$ cat src/rtl/simmem_pkg.sv
`default_nettype none
// +----------------------------------------------------------------------+
// | simmem_pkg                                                           |
// | Shared defaults and owed-burst entry type for the write-data tracker |
// | Revision: 1.0                                                        |
// +----------------------------------------------------------------------+
package simmem_pkg;

  localparam int unsigned DefIidW          = 4;
  localparam int unsigned DefBurstLenW     = 8;
  localparam int unsigned DefOwedDepth     = 8;
  localparam int unsigned DefMaxEarlyBeats = 256;

  // remaining is one bit wider than AxLEN so a full 2^BurstLenW-beat burst fits
  typedef struct packed {
    logic [DefIidW-1:0]    iid;
    logic [DefBurstLenW:0] remaining;
  } owed_entry_t;

endpackage : simmem_pkg
`default_nettype wire

$ cat src/rtl/simmem_wdata_owed_fifo.sv
`default_nettype none
// +----------------------------------------------------------------------+
// | simmem_wdata_owed_fifo                                               |
// | Circular FIFO of owed bursts with in-place head remaining decrement  |
// | Revision: 1.0                                                        |
// +----------------------------------------------------------------------+
module simmem_wdata_owed_fifo
  import simmem_pkg::*;
#(
  parameter int unsigned DEPTH = DefOwedDepth,
  localparam int unsigned CntW = $clog2(DEPTH + 1),
  localparam int unsigned PtrW = $clog2(DEPTH)
) (
  input  logic            clk_i,
  input  logic            rst_ni,
  input  logic            push_i,
  input  owed_entry_t     push_entry_i,
  input  logic            pop_i,
  input  logic            dec_i,
  output owed_entry_t     head_o,
  output logic            full_o,
  output logic            empty_o,
  output logic [CntW-1:0] count_o
);

  localparam int unsigned c_rem_w = DefBurstLenW + 1;

  owed_entry_t     r_mem [DEPTH];
  logic [PtrW-1:0] r_rd_ptr;
  logic [PtrW-1:0] r_wr_ptr;
  logic [CntW-1:0] r_count;

  assign head_o  = r_mem[r_rd_ptr];
  assign full_o  = (r_count == CntW'(DEPTH));
  assign empty_o = (r_count == '0);
  assign count_o = r_count;

  always_ff @(posedge clk_i) begin
    if (!rst_ni) begin
      r_rd_ptr <= '0;
      r_wr_ptr <= '0;
      r_count  <= '0;
    end else begin
      // push never targets the head slot: the queue is non-full on push and non-empty on dec
      if (push_i) begin
        r_mem[r_wr_ptr] <= push_entry_i;
        r_wr_ptr        <= r_wr_ptr + PtrW'(1);
      end
      if (pop_i) begin
        r_rd_ptr <= r_rd_ptr + PtrW'(1);
      end else if (dec_i) begin
        r_mem[r_rd_ptr].remaining <= r_mem[r_rd_ptr].remaining - c_rem_w'(1);
      end
      r_count <= r_count + CntW'(push_i) - CntW'(pop_i);
    end
  end

  a_no_overflow : assert property (@(posedge clk_i) disable iff (!rst_ni) !(push_i && full_o));
  a_no_underflow : assert property (@(posedge clk_i) disable iff (!rst_ni) !((pop_i || dec_i) && empty_o));

endmodule : simmem_wdata_owed_fifo
`default_nettype wire

$ cat src/rtl/simmem_wdata_tracker.sv
`default_nettype none
// +----------------------------------------------------------------------+
// | simmem_wdata_tracker                                                 |
// | Matches snooped AXI W beats to AW bursts, tagging owed beats by iid  |
// | Revision: 1.0                                                        |
// +----------------------------------------------------------------------+
module simmem_wdata_tracker
  import simmem_pkg::*;
#(
  parameter int unsigned IidW          = DefIidW,
  parameter int unsigned BurstLenW     = DefBurstLenW,
  parameter int unsigned OwedDepth     = DefOwedDepth,
  parameter int unsigned MaxEarlyBeats = DefMaxEarlyBeats
) (
  input  logic                                 clk_i,
  input  logic                                 rst_ni,
  input  logic                                 waddr_valid_i,
  output logic                                 waddr_ready_o,
  input  logic [IidW-1:0]                      waddr_iid_i,
  input  logic [BurstLenW-1:0]                 waddr_len_i,
  input  logic                                 wdata_valid_i,
  output logic                                 wdata_ready_o,
  input  logic                                 wdata_last_i,
  output logic                                 burst_valid_o,
  input  logic                                 burst_ready_i,
  output logic [IidW-1:0]                      burst_iid_o,
  output logic [BurstLenW:0]                   burst_imm_cnt_o,
  output logic                                 beat_valid_o,
  output logic [IidW-1:0]                      beat_iid_o,
  output logic                                 beat_last_o,
  output logic [$clog2(MaxEarlyBeats+1)-1:0]   early_cnt_o,
  output logic [$clog2(OwedDepth+1)-1:0]       owed_cnt_o,
  output logic                                 err_wlast_o
);

  localparam int unsigned c_early_w = $clog2(MaxEarlyBeats + 1);
  localparam int unsigned c_len_w   = BurstLenW + 1;

  logic [c_early_w-1:0] r_early;
  logic [c_early_w-1:0] w_early_d;
  logic [c_early_w-1:0] w_early_nxt;
  logic [c_early_w-1:0] w_beats_ext;
  logic [c_len_w-1:0]   w_beats;
  logic [c_len_w-1:0]   w_imm;
  logic                 r_err;
  owed_entry_t          w_head;
  owed_entry_t          w_push_entry;
  logic                 w_full;
  logic                 w_empty;
  logic                 w_beat_acc;
  logic                 w_early_beat;
  logic                 w_addr_acc;
  logic                 w_push;
  logic                 w_pop;
  logic                 w_head_last;

  // Data side: beats go to the oldest owed burst, otherwise they are counted as early
  assign wdata_ready_o = rst_ni && !(w_empty && (r_early == c_early_w'(MaxEarlyBeats)));
  assign w_beat_acc    = wdata_valid_i && wdata_ready_o;
  assign w_head_last   = (w_head.remaining == c_len_w'(1));
  assign beat_valid_o  = w_beat_acc && !w_empty;
  assign beat_iid_o    = w_head.iid;
  assign beat_last_o   = beat_valid_o && w_head_last;
  assign w_early_beat  = w_beat_acc && w_empty;
  assign w_early_d     = r_early + c_early_w'(w_early_beat);
  assign w_pop         = beat_valid_o && w_head_last;

  // Address side: a slot freed by this cycle's pop is only offered next cycle
  assign burst_valid_o   = rst_ni && waddr_valid_i && !w_full;
  assign waddr_ready_o   = rst_ni && burst_ready_i && !w_full;
  assign w_addr_acc      = waddr_valid_i && waddr_ready_o;
  assign burst_iid_o     = waddr_iid_i;
  assign w_beats         = c_len_w'(waddr_len_i) + c_len_w'(1);
  assign w_beats_ext     = c_early_w'(w_beats);
  assign w_imm           = (w_early_d < w_beats_ext) ? w_early_d[c_len_w-1:0] : w_beats;
  assign burst_imm_cnt_o = w_imm;
  assign w_early_nxt     = w_addr_acc ? (w_early_d - c_early_w'(w_imm)) : w_early_d;
  assign w_push          = w_addr_acc && (w_imm != w_beats);

  always_comb begin
    w_push_entry           = '0;
    w_push_entry.iid       = waddr_iid_i;
    w_push_entry.remaining = w_beats - w_imm;
  end

  simmem_wdata_owed_fifo #(
    .DEPTH (OwedDepth)
  ) u_owed_fifo (
    .clk_i        (clk_i),
    .rst_ni       (rst_ni),
    .push_i       (w_push),
    .push_entry_i (w_push_entry),
    .pop_i        (w_pop),
    .dec_i        (beat_valid_o),
    .head_o       (w_head),
    .full_o       (w_full),
    .empty_o      (w_empty),
    .count_o      (owed_cnt_o)
  );

  always_ff @(posedge clk_i) begin
    if (!rst_ni) begin
      r_early <= '0;
      r_err   <= 1'b0;
    end else begin
      r_early <= w_early_nxt;
      if (beat_valid_o && (wdata_last_i != beat_last_o)) begin
        r_err <= 1'b1;
      end
    end
  end

  assign early_cnt_o = r_early;
  assign err_wlast_o = r_err;

  a_early_bound : assert property (@(posedge clk_i) disable iff (!rst_ni)
    r_early <= c_early_w'(MaxEarlyBeats));

endmodule : simmem_wdata_tracker
`default_nettype wire

$ cat config.mk
export PLATFORM = sky130hd
export DESIGN_NAME = simmem_wdata_tracker
export DESIGN_NICKNAME = d
export VERILOG_FILES = /design/src/rtl/simmem_pkg.sv /design/src/rtl/simmem_wdata_owed_fifo.sv /design/src/rtl/simmem_wdata_tracker.sv
export SDC_FILE = /design/constraint.sdc
export NUM_CORES = 1
export LEC_CHECK = 0
export BUFFER_PORTS_ARGS = -buffer_cell sky130_fd_sc_hd__buf_2
export CAP_MARGIN = 25
export CORE_MARGIN = 8
export CORE_UTILIZATION = 30
export CTS_CLUSTER_DIAMETER = 50
export CTS_CLUSTER_SIZE = 40
export DETAILED_ROUTE_END_ITERATION = 10
export REMOVE_ABC_BUFFERS = 1
export SETUP_SLACK_MARGIN = 0.4
export SLEW_MARGIN = 0
export SYNTH_ARGS = -nofsm -noshare
export SYNTH_HDL_FRONTEND = slang
export SYNTH_SLANG_ARGS = --single-unit
$ cat constraint.sdc
create_clock -name clk_i -period 6.6 [get_ports clk_i]
set_input_delay 0 -clock clk_i [delete_from_list [all_inputs] [get_ports clk_i]]
set_output_delay 0 -clock clk_i [all_outputs]
set_load 0.05 [all_outputs]
==> metrics.cfg <==
[outcome]
status=complete, no violations

[logic_synthesis]
muxShareOfSynthArea_pct=10.8
yosysSeqAreaShare_pct=46.6
syn_area_um2=7690
yosys.area_share.simple_pct=15.0
synth_fa_ha_area_share_pct=6.80
yosys_register_bits=127
synthCells=669
yosysUniqueCellTypes=67
syn_area_per_cell_um2=11.5
synth-xor-area-share_pct=3.96
synth_edf_count=104
synthArstFlopShare_pct=0
synth_top_family_by_area=simple AND/OR/NAND/NOR gates
synth_compound_area_share_pct=12.5
yosys_warnings=0
ys.flop_type=edfxtp_1

[clock_tree]
cts.sinks=127
tritoncts=yes
clockRootBuffer=clkbuf_16
htreeDepth=4
clock_tree.buffer_depth=2
cts_buffers=17
clk_pin_slew_worst_paths_ns=0.06
clk_latency_ns=0.44

[job]
maxCapViolations=0

[critical_path]
r2r-end=u_owed_fifo.count_o[2]
crit_arrival_ns=6.32
timing.rr.start=u_owed_fifo.count_o[2]
reg2reg_slack_ns=0.60
cp-end-kind=flop
crit_slowest_cell=or3b_4
cp_slowest_stage_delay_ns=0.39
crit_required_ns=6.93
critPathKind=flop to flop
reg2reg_depth=33
path_max_fanout=5
critPathLaunchType=flop

[min_path]
min_to=early_cnt_o[3]
min_from=rst_ni
hp-class=primary input to flop
worstHoldPathCells=3

[floorplanning]
io-pin-count=54
rows=58
dieArea_um2=31000
die_w_um=176
core_area_um2=25200
start_util_pct=30.5
die_h_um=176

[global_routing]
grt_overflow=0
grt_pass1_wl_mm=32.7
grt_max_degree=32
gr-usage-all-layers_pct=13.5
grt_pass1_vias=5948
antenna_found_initial=0

[placed_design]
dp_cells=1046
io_buffers=53
placed_area_um2=8390
gp_congestion=0.851
dp_hpwl_mm=14.1

[finish]
num_antenna_cells=0
drive_gt1_share_pct=30.1
layout.nets=816
fin_util_pct=37.4
multi_input_area_um2=4020
fill_cells=2438
final_cells=1101
area_growth_pct=22.6
final_area_um2=9430
seq_area_um2=3590

[sta]
rsz0062_at_grt=no
relSlewSlack_pct=34.1
finalHoldViolCount=0
fin_hold_ws_ns=0.0567
worst_slew_pin_slew_ns=0.987
setup_violations=0
fmaxAchievable_mhz=167
clock_skew_ns=0.0178
slew_viol_final=0
fin_crit_sh_pct=90.8
final.min_clock_period_ns=6.00

[power_and_ir_drop]
leakagePower_nw=3.46
peakVddDrop_mv=0.227
power.density_nw_per_um2=305
total_power_mw=2.88

[detailed_routing]
drt_wl_total_mm=21.4
avgRoutedWirePerCell_um=19.4
vias_per_cell=5.34
drtIter0Drc=426
via_count=5881
post-route-drc-count=0
final_antenna_net_count=0
drtPass1Iterations=5

-- cell families after synthesis --
logic type,count (synthesis)
AOI/OAI and AO/OA,145
adders and majority gates,40
xor gates and xnor gates,33
muxes,52
and+or+nand+nor,200
DFF,127
buffers and inverters,72
-- per-layer routing --
metal  track usage (%)  part of all wire (%)
met5                 0                     0
met4              4.95                   2.2
met3              3.61                   7.3
met2              22.4                    49
met1              16.6                    41
-- Yosys cell counts, drive strengths merged, types with 14 or more instances --
cell,count,share of area (%)
edfxtp,104,41
o22ai,52,4.2
o21ai,49,4.3
inv,38,1.9
ha,37,6.0
nand2,37,1.9
nand4,33,2.7
nor2,28,1.4
buf,24,2.0
dfxtp,23,6.0
mux4,23,6.7
mux2i,22,3.0
nand3,22,1.6
xor2,20,2.4
and2,15,1.2
a21oi,14,0.91
-- power breakdown --
part / switching, mW / internal [mW]
logic: 0.600 / 0.402
registers: 0.0295 / 0.882
clock network: 0.396 / 0.567
total: 1.03 / 1.85
-- cells in the final DEF, fill, tap and decap left out, drive strengths merged, types with 2 or more instances in the layout --
cell and count:
a21boi 5, a21o 4, a21oi 14, a31oi 2, and2 15, and3 10, and4 3, buf 99
bufinv 2, clkbuf 17, clkinv 5, dfxtp 23, dlygate4sd3 5, edfxtp 104, fa 3, ha 37
inv 46, mux2 7, mux2i 22, mux4 23, nand2 37, nand2b 10, nand3 22, nand3b 5
nand4 33, nand4b 2, nor2 28, nor2b 10, nor3 13, nor4 4, o211a 3, o21a 4
o21ai 49, o22ai 52, o31ai 3, or2 2, or3 2, xnor2 13, xor2 20
-- cell type report --
cell class | instances | share of cell area, %
clock inverters | 15 | 1.83
clock buffers | 17 | 4.51
multi-input cells | 470 | 42.6
flip-flops and latches | 127 | 38.0
repair buffers | 104 | 7.09
inverters | 38 | 1.51
well taps | 330 | 4.38
-- critical path, delay by kind of cell (launching register included) --
family / cells / cell delay, ns
adder cells (fa/ha/maj): 8 / 1.82
AND/OR/NAND/NOR: 12 / 2.01
AO/OA/AOI/OAI: 2 / 0.51
multiplexers: 1 / 0.16
buffers and inverters: 8 / 0.72
flip-flops: 1 / 0.32
XOR/XNOR: 2 / 0.32
-- how the worst max path moves through the flow --
stage | cells after the start | to | startpoint
after floorplan | 31 | u_owed_fifo.count_o[2] | u_owed_fifo.count_o[2]
after global placement | 33 | u_owed_fifo.count_o[2] | u_owed_fifo.count_o[2]
after detailed placement | 33 | u_owed_fifo.count_o[2] | u_owed_fifo.count_o[2]
after CTS | 34 | u_owed_fifo.count_o[2] | u_owed_fifo.count_o[2]
after global routing | 34 | u_owed_fifo.count_o[2] | u_owed_fifo.count_o[2]
final | 33 | u_owed_fifo.count_o[2] | u_owed_fifo.count_o[2]
-- per-stage QoR --
stage               setup slack [ns]  setup TNS (ns)
CTS                            0.434               0
finish                         0.604               0
global placement               0.385               0
global route                   0.339               0
floorplan                      -1.38         -159.31
detailed placement             0.287               0
-- registers in the layout, indices dropped and copies added (netlist names), named ones only --
name and flops:
u_owed_fifo.r_wr_ptr 3, u_owed_fifo.r_rd_ptr 3, u_owed_fifo.r_mem 104, err_wlast_o 1, early_cnt_o 9, u_owed_fifo.count_o 4
-- what timing repair did --
action / in CTS / in global routing
gates resized for setup: 12 / 43
pin swaps: 4 / 16
hold buffers: 5 / 0
gates cloned: 1 / 0
setup buffers: 8 / 9
endpoints found under the setup margin: 45 / 120
endpoints found under the hold margin: 33 / 0
Power figures use the tool's default switching activity.
